--- config.mk ---
export PLATFORM = sky130hd
export DESIGN_NAME = i2c_reg_seq_flat
export DESIGN_NICKNAME = d
export VERILOG_FILES = /design/src/rtl/i2c_reg_seq_pkg.sv /design/src/rtl/i2c_reg_seq_if.sv /design/src/rtl/i2c_seq_tmo.sv /design/src/rtl/i2c_reg_seq.sv /design/src/flat_wrapper.sv
export SDC_FILE = /design/constraint.sdc
export NUM_CORES = 1
export LEC_CHECK = 0
export BUFFER_PORTS_ARGS = -buffer_cell sky130_fd_sc_hd__buf_2
export CORE_MARGIN = 2
export CORE_UTILIZATION = 55
export CTS_CLUSTER_DIAMETER = 80
export DETAILED_ROUTE_END_ITERATION = 6
export PLACE_DENSITY = 0.8
export SYNTH_ARGS = -nofsm -noshare
export SYNTH_HDL_FRONTEND = slang
export SYNTH_SLANG_ARGS = --single-unit
--- constraint.sdc ---
create_clock -name clk -period 2.4 [get_ports clk]
set_clock_uncertainty 0.05 [all_clocks]
set_input_delay 0.12 -clock clk [delete_from_list [all_inputs] [get_ports clk]]
set_output_delay 0.12 -clock clk [all_outputs]
set_load 0.05 [all_outputs]
--- src/rtl/i2c_reg_seq_pkg.sv ---
// Shared i2c definitions: master command bits, status bits, result codes,
// plus the sequencer state type and the per-step command builder.
package i2c_reg_seq_pkg;

   localparam int C_SZ = 6;
   localparam logic [C_SZ-1:0] C_STRT = 6'b000001;
   localparam logic [C_SZ-1:0] C_STOP = 6'b000010;
   localparam logic [C_SZ-1:0] C_READ = 6'b000100;
   localparam logic [C_SZ-1:0] C_WRTE = 6'b001000;
   localparam logic [C_SZ-1:0] C_NACK = 6'b010000;
   localparam logic [C_SZ-1:0] C_CLRS = 6'b100000;

   localparam int S_SZ   = 2;
   localparam int SB_BSY = 0;
   localparam int SB_ERR = 1;

   localparam logic [1:0] ERR_OK  = 2'd0;
   localparam logic [1:0] ERR_NAK = 2'd1;
   localparam logic [1:0] ERR_TMO = 2'd2;

   typedef enum logic [2:0] {
      ST_IDLE,
      ST_ISSUE,
      ST_WAIT_BSY,
      ST_WAIT_DONE,
      ST_CLR,
      ST_ABORT_STOP,
      ST_DONE
   } state_t;

   typedef struct packed {
      logic [C_SZ-1:0] cmd;
      logic [7:0]      dat;
   } mst_word_t;

   // Step 2 differs between write (data + STOP) and read (repeated START).
   function automatic mst_word_t seq_word(input logic [1:0] step,
                                          input logic       rnw,
                                          input logic [6:0] dev,
                                          input logic [7:0] reg_adr,
                                          input logic [7:0] wdat);
      mst_word_t w;
      case (step)
         2'd0: begin
            w.cmd = C_STRT | C_WRTE;
            w.dat = {dev, 1'b0};
         end
         2'd1: begin
            w.cmd = C_WRTE;
            w.dat = reg_adr;
         end
         2'd2: begin
            if (rnw) begin
               w.cmd = C_STRT | C_WRTE;
               w.dat = {dev, 1'b1};
            end else begin
               w.cmd = C_WRTE | C_STOP;
               w.dat = wdat;
            end
         end
         default: begin
            w.cmd = C_READ | C_NACK | C_STOP;
            w.dat = 8'h00;
         end
      endcase
      return w;
   endfunction

endpackage

--- src/rtl/i2c_reg_seq_if.sv ---
// Host request side and i2c_master command side of the register sequencer.
interface i2c_reg_seq_if;
   import i2c_reg_seq_pkg::*;

   // req is a one-cycle strobe taken only while idle (busy=0, done=0);
   // the result (err, rdat) is valid in the single cycle done is high.
   // Toward the master, mst_ws strobes mst_cmd/mst_dat; completion is read
   // back from mst_stat[SB_BSY] / mst_stat[SB_ERR].
   logic            req;
   logic            rnw;
   logic [6:0]      dev;
   logic [7:0]      reg_adr;
   logic [7:0]      wdat;
   logic            busy;
   logic            done;
   logic [1:0]      err;
   logic [7:0]      rdat;
   logic [C_SZ-1:0] mst_cmd;
   logic [7:0]      mst_dat;
   logic            mst_ws;
   logic [S_SZ-1:0] mst_stat;
   logic [7:0]      mst_din;
   state_t          dbg_state;

   modport slave (
      input  req, rnw, dev, reg_adr, wdat, mst_stat, mst_din,
      output busy, done, err, rdat, mst_cmd, mst_dat, mst_ws, dbg_state
   );

   modport master (
      output req, rnw, dev, reg_adr, wdat, mst_stat, mst_din,
      input  busy, done, err, rdat, mst_cmd, mst_dat, mst_ws, dbg_state
   );

endinterface

--- src/rtl/i2c_seq_tmo.sv ---
// Per-command watchdog: counts cycles since the command was issued and
// flags the cycle after which TMO cycles will have elapsed.
module i2c_seq_tmo #(
   parameter int TMO = 65535,
   parameter int TW  = 16
) (
   input  logic clk,
   input  logic rst,
   input  logic clr,
   input  logic en,
   output logic expired
);

   logic [TW-1:0] cnt_q, cnt_d;

   // The issue cycle itself is cycle 0, so the abort lands exactly TMO
   // cycles after the command strobe.
   assign expired = (cnt_q == TW'(TMO - 1));

   always_comb begin
      cnt_d = cnt_q;
      if (clr) begin
         cnt_d = '0;
      end else if (en && !expired) begin
         cnt_d = cnt_q + 1'b1;
      end
   end

   always_ff @(posedge clk or posedge rst) begin
      if (rst) begin
         cnt_q <= '0;
      end else begin
         cnt_q <= cnt_d;
      end
   end

endmodule

--- src/rtl/i2c_reg_seq.sv ---
// Register read/write sequencer driving an i2c_master one byte command at a
// time, with error clean-up (CLRS + STOP) and a per-command timeout.
module i2c_reg_seq
   import i2c_reg_seq_pkg::*;
#(
   parameter int TMO = 65535,
   parameter int TW  = 16
) (
   input logic          clk,
   input logic          rst,
   i2c_reg_seq_if.slave bus
);

   state_t          state_q, state_d;
   logic [1:0]      step_q, step_d;
   logic            rnw_q, rnw_d;
   logic [6:0]      dev_q, dev_d;
   logic [7:0]      reg_adr_q, reg_adr_d;
   logic [7:0]      wdat_q, wdat_d;
   logic [1:0]      err_q, err_d;
   logic [7:0]      rdat_q, rdat_d;
   logic [C_SZ-1:0] cmd_q, cmd_d;
   logic [7:0]      dat_q, dat_d;
   logic            abort_q, abort_d;
   logic            tmo_clr, tmo_en, tmo_expired;
   logic            m_bsy, m_err;
   mst_word_t       first_w, next_w;

   assign m_bsy   = bus.mst_stat[SB_BSY];
   assign m_err   = bus.mst_stat[SB_ERR];
   assign first_w = seq_word(2'd0, bus.rnw, bus.dev, bus.reg_adr, bus.wdat);
   assign next_w  = seq_word(step_q + 2'd1, rnw_q, dev_q, reg_adr_q, wdat_q);
   assign tmo_en  = (state_q == ST_ISSUE) || (state_q == ST_ABORT_STOP) ||
                    (state_q == ST_WAIT_BSY) || (state_q == ST_WAIT_DONE);

   i2c_seq_tmo #(.TMO(TMO), .TW(TW)) u_tmo (
      .clk     (clk),
      .rst     (rst),
      .clr     (tmo_clr),
      .en      (tmo_en),
      .expired (tmo_expired)
   );

   always_comb begin
      state_d   = state_q;
      step_d    = step_q;
      rnw_d     = rnw_q;
      dev_d     = dev_q;
      reg_adr_d = reg_adr_q;
      wdat_d    = wdat_q;
      err_d     = err_q;
      rdat_d    = rdat_q;
      cmd_d     = cmd_q;
      dat_d     = dat_q;
      abort_d   = abort_q;
      tmo_clr   = 1'b0;
      case (state_q)
         ST_IDLE: begin
            if (bus.req) begin
               rnw_d     = bus.rnw;
               dev_d     = bus.dev;
               reg_adr_d = bus.reg_adr;
               wdat_d    = bus.wdat;
               step_d    = 2'd0;
               err_d     = ERR_OK;
               abort_d   = 1'b0;
               cmd_d     = first_w.cmd;
               dat_d     = first_w.dat;
               tmo_clr   = 1'b1;
               state_d   = ST_ISSUE;
            end
         end
         ST_ISSUE:      state_d = ST_WAIT_BSY;
         ST_ABORT_STOP: state_d = ST_WAIT_BSY;
         ST_WAIT_BSY, ST_WAIT_DONE: begin
            // Master error outranks a coincident timeout; while finishing
            // the abort STOP any failure just ends the transaction.
            if (m_err || tmo_expired) begin
               if (abort_q) begin
                  state_d = ST_DONE;
               end else begin
                  err_d   = m_err ? ERR_NAK : ERR_TMO;
                  cmd_d   = C_CLRS;
                  dat_d   = 8'h00;
                  state_d = ST_CLR;
               end
            end else if (state_q == ST_WAIT_BSY) begin
               if (m_bsy) state_d = ST_WAIT_DONE;
            end else if (!m_bsy) begin
               if (abort_q) begin
                  state_d = ST_DONE;
               end else if (step_q == (rnw_q ? 2'd3 : 2'd2)) begin
                  if (rnw_q) rdat_d = bus.mst_din;
                  state_d = ST_DONE;
               end else begin
                  step_d  = step_q + 2'd1;
                  cmd_d   = next_w.cmd;
                  dat_d   = next_w.dat;
                  tmo_clr = 1'b1;
                  state_d = ST_ISSUE;
               end
            end
         end
         ST_CLR: begin
            if (err_q == ERR_NAK) begin
               cmd_d   = C_STOP;
               dat_d   = 8'h00;
               abort_d = 1'b1;
               tmo_clr = 1'b1;
               state_d = ST_ABORT_STOP;
            end else begin
               state_d = ST_DONE;
            end
         end
         ST_DONE: state_d = ST_IDLE;
         default: state_d = ST_IDLE;
      endcase
   end

   always_ff @(posedge clk or posedge rst) begin
      if (rst) begin
         state_q   <= ST_IDLE;
         step_q    <= 2'd0;
         rnw_q     <= 1'b0;
         dev_q     <= 7'h00;
         reg_adr_q <= 8'h00;
         wdat_q    <= 8'h00;
         err_q     <= ERR_OK;
         rdat_q    <= 8'h00;
         cmd_q     <= '0;
         dat_q     <= 8'h00;
         abort_q   <= 1'b0;
      end else begin
         state_q   <= state_d;
         step_q    <= step_d;
         rnw_q     <= rnw_d;
         dev_q     <= dev_d;
         reg_adr_q <= reg_adr_d;
         wdat_q    <= wdat_d;
         err_q     <= err_d;
         rdat_q    <= rdat_d;
         cmd_q     <= cmd_d;
         dat_q     <= dat_d;
         abort_q   <= abort_d;
      end
   end

   assign bus.busy      = (state_q != ST_IDLE) && (state_q != ST_DONE);
   assign bus.done      = (state_q == ST_DONE);
   assign bus.err       = err_q;
   assign bus.rdat      = rdat_q;
   assign bus.mst_cmd   = cmd_q;
   assign bus.mst_dat   = dat_q;
   assign bus.mst_ws    = (state_q == ST_ISSUE) || (state_q == ST_CLR) ||
                          (state_q == ST_ABORT_STOP);
   assign bus.dbg_state = state_q;

endmodule

--- src/flat_wrapper.sv ---
// flat-port wrapper written by rule: the top's interface ports become plain ports
module i2c_reg_seq_flat import i2c_reg_seq_pkg::*;
#(
   parameter int TMO = 65535,
   parameter int TW  = 16
)
  (clk, rst, bus_req, bus_rnw, bus_dev, bus_reg_adr, bus_wdat, bus_mst_stat, bus_mst_din, bus_busy, bus_done, bus_err, bus_rdat, bus_mst_cmd, bus_mst_dat, bus_mst_ws, bus_dbg_state);
  i2c_reg_seq_if bus_i ();
  input logic clk;
  input logic rst;
  input wire logic [$bits(bus_i.req)-1:0] bus_req;
  input wire logic [$bits(bus_i.rnw)-1:0] bus_rnw;
  input wire logic [$bits(bus_i.dev)-1:0] bus_dev;
  input wire logic [$bits(bus_i.reg_adr)-1:0] bus_reg_adr;
  input wire logic [$bits(bus_i.wdat)-1:0] bus_wdat;
  input wire logic [$bits(bus_i.mst_stat)-1:0] bus_mst_stat;
  input wire logic [$bits(bus_i.mst_din)-1:0] bus_mst_din;
  output wire logic [$bits(bus_i.busy)-1:0] bus_busy;
  output wire logic [$bits(bus_i.done)-1:0] bus_done;
  output wire logic [$bits(bus_i.err)-1:0] bus_err;
  output wire logic [$bits(bus_i.rdat)-1:0] bus_rdat;
  output wire logic [$bits(bus_i.mst_cmd)-1:0] bus_mst_cmd;
  output wire logic [$bits(bus_i.mst_dat)-1:0] bus_mst_dat;
  output wire logic [$bits(bus_i.mst_ws)-1:0] bus_mst_ws;
  output wire logic [$bits(bus_i.dbg_state)-1:0] bus_dbg_state;
  assign bus_i.req = bus_req;
  assign bus_i.rnw = bus_rnw;
  assign bus_i.dev = bus_dev;
  assign bus_i.reg_adr = bus_reg_adr;
  assign bus_i.wdat = bus_wdat;
  assign bus_i.mst_stat = bus_mst_stat;
  assign bus_i.mst_din = bus_mst_din;
  assign bus_busy = bus_i.busy;
  assign bus_done = bus_i.done;
  assign bus_err = bus_i.err;
  assign bus_rdat = bus_i.rdat;
  assign bus_mst_cmd = bus_i.mst_cmd;
  assign bus_mst_dat = bus_i.mst_dat;
  assign bus_mst_ws = bus_i.mst_ws;
  assign bus_dbg_state = bus_i.dbg_state;
  i2c_reg_seq #(.TMO(TMO), .TW(TW)) u_core (.clk(clk), .rst(rst), .bus(bus_i));
endmodule
==> impl_metrics.tcl, run 1 <==
set metrics [dict create \
    status "complete, no violations" \
    comb_power_share_pct 45.4 \
    internal_power_w 0.002983 \
    syn-cell-area_sq_mm 0.003437 \
    clock-sinks 69 \
    required_ps 2560 \
    final_cells 490 \
    drtAntennaViolNets 0 \
    ys.flop_type "dfrtp_1" \
    cap_violations 0 \
    fin_crit_sh_pct 89.87 \
    grt_usage_pct 24.89 \
    vias 2794 \
    seqPwrFrac_pct 35.4 \
    numCtsBuffers 9 \
    rr_startpoint "u_core.u_tmo.cnt_q[0]" \
    place.gp.congestion 0.8486 \
    setup_tns_ps 0 \
    io_pins 67 \
    fillers 401 \
    tightest_slew_ps 630.1 \
    synth_top_area_cell "dfrtp_1" \
    regArea_sq_mm 0.001727 \
    synthToLayoutAreaGrowth_pct 29.12 \
    synth_area_leaders "dfrtp_1 50%, mux2_2 6.6%, mux2_1 4.3%, nor2_1 2.8%, nand2_1 2.5%" \
    cts_root_buf "clkbuf_8" \
    place_inst 442 \
    overflow 0 \
    netlist_top_cells_count "69 x dfrtp_1, 26 x nor2_1, 23 x nand2_1, 20 x mux2_2, 14 x o21ai_1" \
    multi_input_area_sq_mm 0.001628 \
    drt_iter0_markers 247 \
    drive_gt1_share_pct 31.08 \
    p_clk_share_pct 19.2 \
    slew_violations 0 \
    critPathKind "reg -> reg" \
    grt_pass1_vias 2864 \
    async_flop_share_pct 100.0 \
    antenna_cells 0 \
    cts.clk_slew.worst_paths_ps 70 \
    num_rows 28 \
    synth_seq_cells 69 \
    syn_area_per_cell_sq_um 11.34 \
    irDropWorstVdd_mv 0.7703 \
    synth_nets 346 \
    cts_max_level 3 \
    total_leakage_power_nw 2.138 \
    setup_violations 0 \
    synth_warnings 0 \
    worstRegToRegCells 7 \
    wirelength_mm 8.105 \
    dpl.hpwl_mm 5.037 \
    p_sw_w 0.002151 \
    r2r_end "u_core.bus.mst_dat[6]" \
    antenna_found_initial 0 \
    yosysSeqAreaShare_pct 50.24 \
    cp-start-kind "flip-flop" \
    drcViolationCount 0 \
    worstSetupStartpoint "u_core.u_tmo.cnt_q[0]" \
    period_minus_slack_ps 2157 \
    final_nets 453 \
    crit_slowest_cell "dfrtp_1" \
    synth.most_common_cell "dfrtp_1" \
    synth_top_area_share_pct 50.24 \
    endpoint "u_core.bus.mst_dat[6]" \
    synth_cells 303 \
    wl_per_cell_um 16.54 \
    critPathMaxStageDelay_ps 440 \
    cts_tree "yes" \
    critPathMaxFanout 9 \
    hold_viol 0 \
    switching_share_pct 41.89 \
    arrival_ps 2320 \
    synth_edf_count 0 \
    dieArea_sq_mm 0.006897 \
    via_per_inst 5.702 \
    slew_headroom_pct 57.71 \
    grt_pass1_wl_mm 13.77 \
    worstPathCellList "inv_1, ha_1, nand4_1, nor4_4, or3_1, a2bb2oi_1, o21ai_1" \
    cts_buffer_depth 2 \
    rrSetupSlack_ps 240 \
    setup.worst_path.end_class "flip-flop" \
    hold_class "in -> reg" \
    die_w_um 83.05 \
    numPortBuffers 66 \
    p_per_area_mw_per_mm2 1157 \
    max_freq_mhz 463.6 \
    rsz0062_at_grt "false" \
    die_h_um 83.05 \
    coreArea_sq_mm 0.005991 \
    clock_latency_ps 340 \
    firstDrtPassIters 5 \
    grt_max_degree 70 \
    synth_cell_types 57 \
    initial_core_util_pct 57.37 \
]
[critical path: cells and delay by family (launching register included)]
| kind | cells | cell delay [ps] |
|---|---|---|
| AOI/OAI and AO/OA | 2 | 290 |
| adders and majority gates | 1 | 170 |
| buffers and inverters | 1 | 80 |
| DFF | 1 | 440 |
| and+or+nand+nor | 3 | 1000 |
[how the worst min path moves through the flow]
stage,slack (ps),cells after the start,from,to
2_1_floorplan,200,1,bus_mst_din[0],u_core.bus.rdat[0]
3_3_place_gp,180,3,rst,u_core.bus.dbg_state[1]
3_5_place_dp,180,3,rst,u_core.bus.dbg_state[1]
4_1_cts,30,2,bus_dev[6],u_core.dev_q[6]
5_1_grt,30,2,bus_dev[6],u_core.dev_q[6]
6_report,30,2,bus_dev[6],u_core.dev_q[6]
[registers in the layout, summed over array words and instances, names as in the netlist, 2 cells and up]
register and flops:
u_core.bus.err 2, u_core.dev_q 7, u_core.reg_adr_q 8, u_core.bus.mst_dat 8
u_core.step_q 2, u_core.bus.mst_cmd 5, u_core.bus.rdat 8, u_core.bus.dbg_state 3
u_core.u_tmo.cnt_q 16, u_core.wdat_q 8
[power by group through the flow]
stage                     Sequential [W]  Combinational [W]  Clock (W)
after floorplan                  0.00214            0.00138          0
after global placement           0.00181            0.00218          0
after detailed placement         0.00183            0.00224          0
after CTS                        0.00181            0.00229   0.000994
after global routing             0.00186            0.00253    0.00106
final                            0.00182            0.00233   0.000987
[kinds of logic after synthesis]
| logic type | Yosys count | synth area share (%) |
|---|---|---|
| flops | 69 | 50.24 |
| buf+inv | 20 | 2.948 |
| mux | 34 | 11.10 |
| simple gates | 102 | 17.58 |
| xor+xnor | 16 | 4.077 |
| compound gates | 56 | 11.87 |
| fa+ha+maj | 6 | 2.184 |
[stage by stage]
stage | cell area, sq um | power, W | setup slack, ps | hold slack [ps] | utilization [%]
final | 4438 | 0.005134 | 243.2 | 32.79 | 74.08
after global routing | 4438 | 0.005446 | 35.99 | 25.96 | 74.08
after CTS | 4419 | 0.005100 | 33.88 | 30.11 | 73.77
after detailed placement | 3889 | 0.004066 | 58.52 | 178.5 | 64.91
after global placement | 3889 | 0.003982 | 152.7 | 176.2 | 64.91
after floorplan | 3437 | 0.003515 | 256.5 | 201.7 | -
[cell usage in the layout, fill, tap and decap left out, types with 6 or more instances in the layout]
cell and count:
dfrtp_1 69, xnor2_1 7, nand2_1 23, nor2_1 26
o21ai_1 14, buf_4 12, a2bb2oi_1 7, nand3_1 7
xor2_1 9, ha_1 6, clkbuf_8 11, nor2b_1 7
a21oi_1 7, mux2_1 13, buf_2 66, a222oi_1 7
dlygate4sd3_1 32, mux2_2 20
[area by class of cell]
| type | count | share of cell area, % |
|---|---|---|
| Timing Repair Buffer | 111 | 17.14 |
| Clock buffer | 11 | 3.411 |
| Sequential cell | 69 | 38.91 |
| Clock inverter | 5 | 1.325 |
| Tap cell | 75 | 2.114 |
| Multi-Input combinational cell | 214 | 36.68 |
| Inverter | 5 | 0.4229 |
[metal layers]
| metal | part of all wire, % | vias up | track usage [%] |
|---|---|---|---|
| met1 | 42 | 1363 | 32.40 |
| met5 | 0 | - | 0 |
| met4 | 1.6 | 0 | 9.389 |
| met2 | 51 | 103 | 40.76 |
| li1 | - | 1312 | - |
| met3 | 5.6 | 16 | 5.765 |
[repair_timing]
| action | 4_1_cts | 5_1_grt |
|---|---|---|
| setup endpoints to repair | 0 | 14 |
| hold endpoints to repair | 100 | 0 |
| setup buffers | 0 | 0 |
| hold buffers | 32 | 0 |
| gates resized for setup | 0 | 2 |
No activity file was read; power rests on OpenSTA's default activity.
==> run 2: changes to the inputs <==
Clock period 2.4 ns to 2.3 ns, I/O delays scaled along.
==> impl_metrics.tcl, run 2 (synthesized netlist as in run 1, its figures left out) <==
set metrics [dict create \
    status "complete, no violations" \
    num_rows 28 \
    design_area_sq_mm 0.004502 \
    coreArea_sq_mm 0.005991 \
    irDropWorstVdd_mv 0.8348 \
    firstDrtPassIters 6 \
    layout_commonest_cell "dfrtp_1" \
    setup_tns_ps 0 \
    fin_crit_sh_pct 94.87 \
    postCtsSetupBuffers 0 \
    final_nets 460 \
    cts_max_level 3 \
    synthToLayoutAreaGrowth_pct 30.98 \
    cap_violations 0 \
    critPathMaxStageDelay_ps 540 \
    cts_root_buf "clkbuf_8" \
    drcViolationCount 0 \
    initial_core_util_pct 57.37 \
    wirelength_mm 8.591 \
    place.gp.congestion 0.8282 \
    critPathMaxFanout 16 \
    drt_iter0_markers 194 \
    die_h_um 83.05 \
    numPortBuffers 66 \
    largest_reg_flops 16 \
    critPathKind "reg -> reg" \
    grt_pass1_vias 3048 \
    max_freq_mhz 458.3 \
    grt_usage_pct 26.47 \
    dpl.hpwl_mm 5.300 \
    die_w_um 83.05 \
    top_register "u_core.u_tmo.cnt_q" \
    total_leakage_power_nw 2.174 \
    clock_latency_ps 340 \
    tightest_slew_ps 707.9 \
    crit_slowest_cell "or4_4" \
    io_pins 67 \
    required_ps 2500 \
    wl_per_cell_um 17.29 \
    grt_pass1_wl_mm 14.81 \
    setup_violations 0 \
    cts.clk_slew.worst_paths_ps 80 \
    drive_gt1_share_pct 32.23 \
    arrival_ps 2380 \
    worst_slack_ps 118.0 \
    dieArea_sq_mm 0.006897 \
    dpl-instance-area_sq_mm 0.003946 \
    slew_violations 0 \
    period_minus_slack_ps 2182 \
    setup.worst_path.end_class "flip-flop" \
    rrSetupSlack_ps 120 \
    grt_max_degree 70 \
    final_cell_mix "69 x dfrtp_1, 66 x buf_2, 33 x dlygate4sd3_1" \
    dp_slack_ps -12.97 \
    slew_headroom_pct 52.49 \
    cts_tree "yes" \
    final_cells 497 \
    hold_class "in -> reg" \
    cts_buffer_depth 2 \
    place_inst 448 \
    p_per_area_mw_per_mm2 1205 \
    numCtsBuffers 9 \
    worstPathCellList "inv_1, ha_1, nand4_1, buf_4, or4_4, nand4b_4, nand2_4, a211oi_2" \
    antenna_found_initial 0 \
    vias 2901 \
    antenna_cells 0 \
    via_per_inst 5.837 \
    rsz0062_at_grt "false" \
    drtAntennaViolNets 0 \
    clock-sinks 69 \
    overflow 0 \
    cp-start-kind "flip-flop" \
    hold_viol 0 \
]
run 2: path summary, 6_finish.rpt:
kind / startpoint / endpoint / cells past startpoint
setup / recovery: u_core.u_tmo.cnt_q[0] / u_core.u_tmo.cnt_q[1] / 8
hold / removal: bus_mst_stat[0] / u_core.bus.dbg_state[0] / 3
setup reg to reg: u_core.u_tmo.cnt_q[0] / u_core.u_tmo.cnt_q[1] / 8
hold reg to reg: u_core.bus.mst_dat[0] / u_core.bus.mst_dat[0] / 1
max in group asynchronous: rst / u_core.bus.dbg_state[2] / 4
min in group asynchronous: rst / u_core.wdat_q[7] / 4
run 2: what timing repair did:
action	CTS	global route
hold buffers	33	0
cloned	0	0
gates resized for setup	1	3
hold endpoints to repair	102	0
endpoints found under the setup margin	5	18
pin swaps	0	1
run 2: through the flow:
step / hold WS, ps / util, % / total power, W
final: 64.26 / 75.15 / 0.005426
after global routing: 62.13 / 75.15 / 0.005751
after detailed placement: 170.5 / 65.87 / 0.004337
after CTS: 45.82 / 74.87 / 0.005403
after global placement: 167.9 / 65.87 / 0.004232
after floorplan: 196.7 / - / 0.003668
run 2: routing by layer:
layer / up-vias / part of all wire, % / global-route usage [%] / routed length [um]
li1: 1326 / - / - / -
met1: 1452 / 41 / 32.74 / 3520
met2: 106 / 52 / 46.33 / 4442
met3: 17 / 5.7 / 7.157 / 487
met4: 0 / 1.6 / 6.110 / 141
met5: - / 0 / 0 / 0
run 2: power by group:
part | internal (W) | switching, W | leakage, nW
sequential | 0.00161 | 0.000240 | 0.887
clock | 0.000504 | 0.000484 | 0.0996
combinational | 0.00102 | 0.00157 | 1.19
total | 0.00313 | 0.00230 | 2.17
run 2: worst max-delay path: cells and delay by family, from the launching register on:
family	cells	cell delay, ps
buffers and inverters	2	270
AOI/OAI and AO/OA	1	200
DFF	1	400
and+or+nand+nor	4	1020
adders and majority gates	1	160
run 2: cell type report:
type / instances / area, sq um
sequential: 69 / 1727
tap: 75 / 93.84
clock inverter: 7 / 73.82
multi-input combinational: 214 / 1633
clock buffer: 9 / 123.9
timing repair buffer: 118 / 832.0
fill: 395 / 1489
inverter: 5 / 18.77
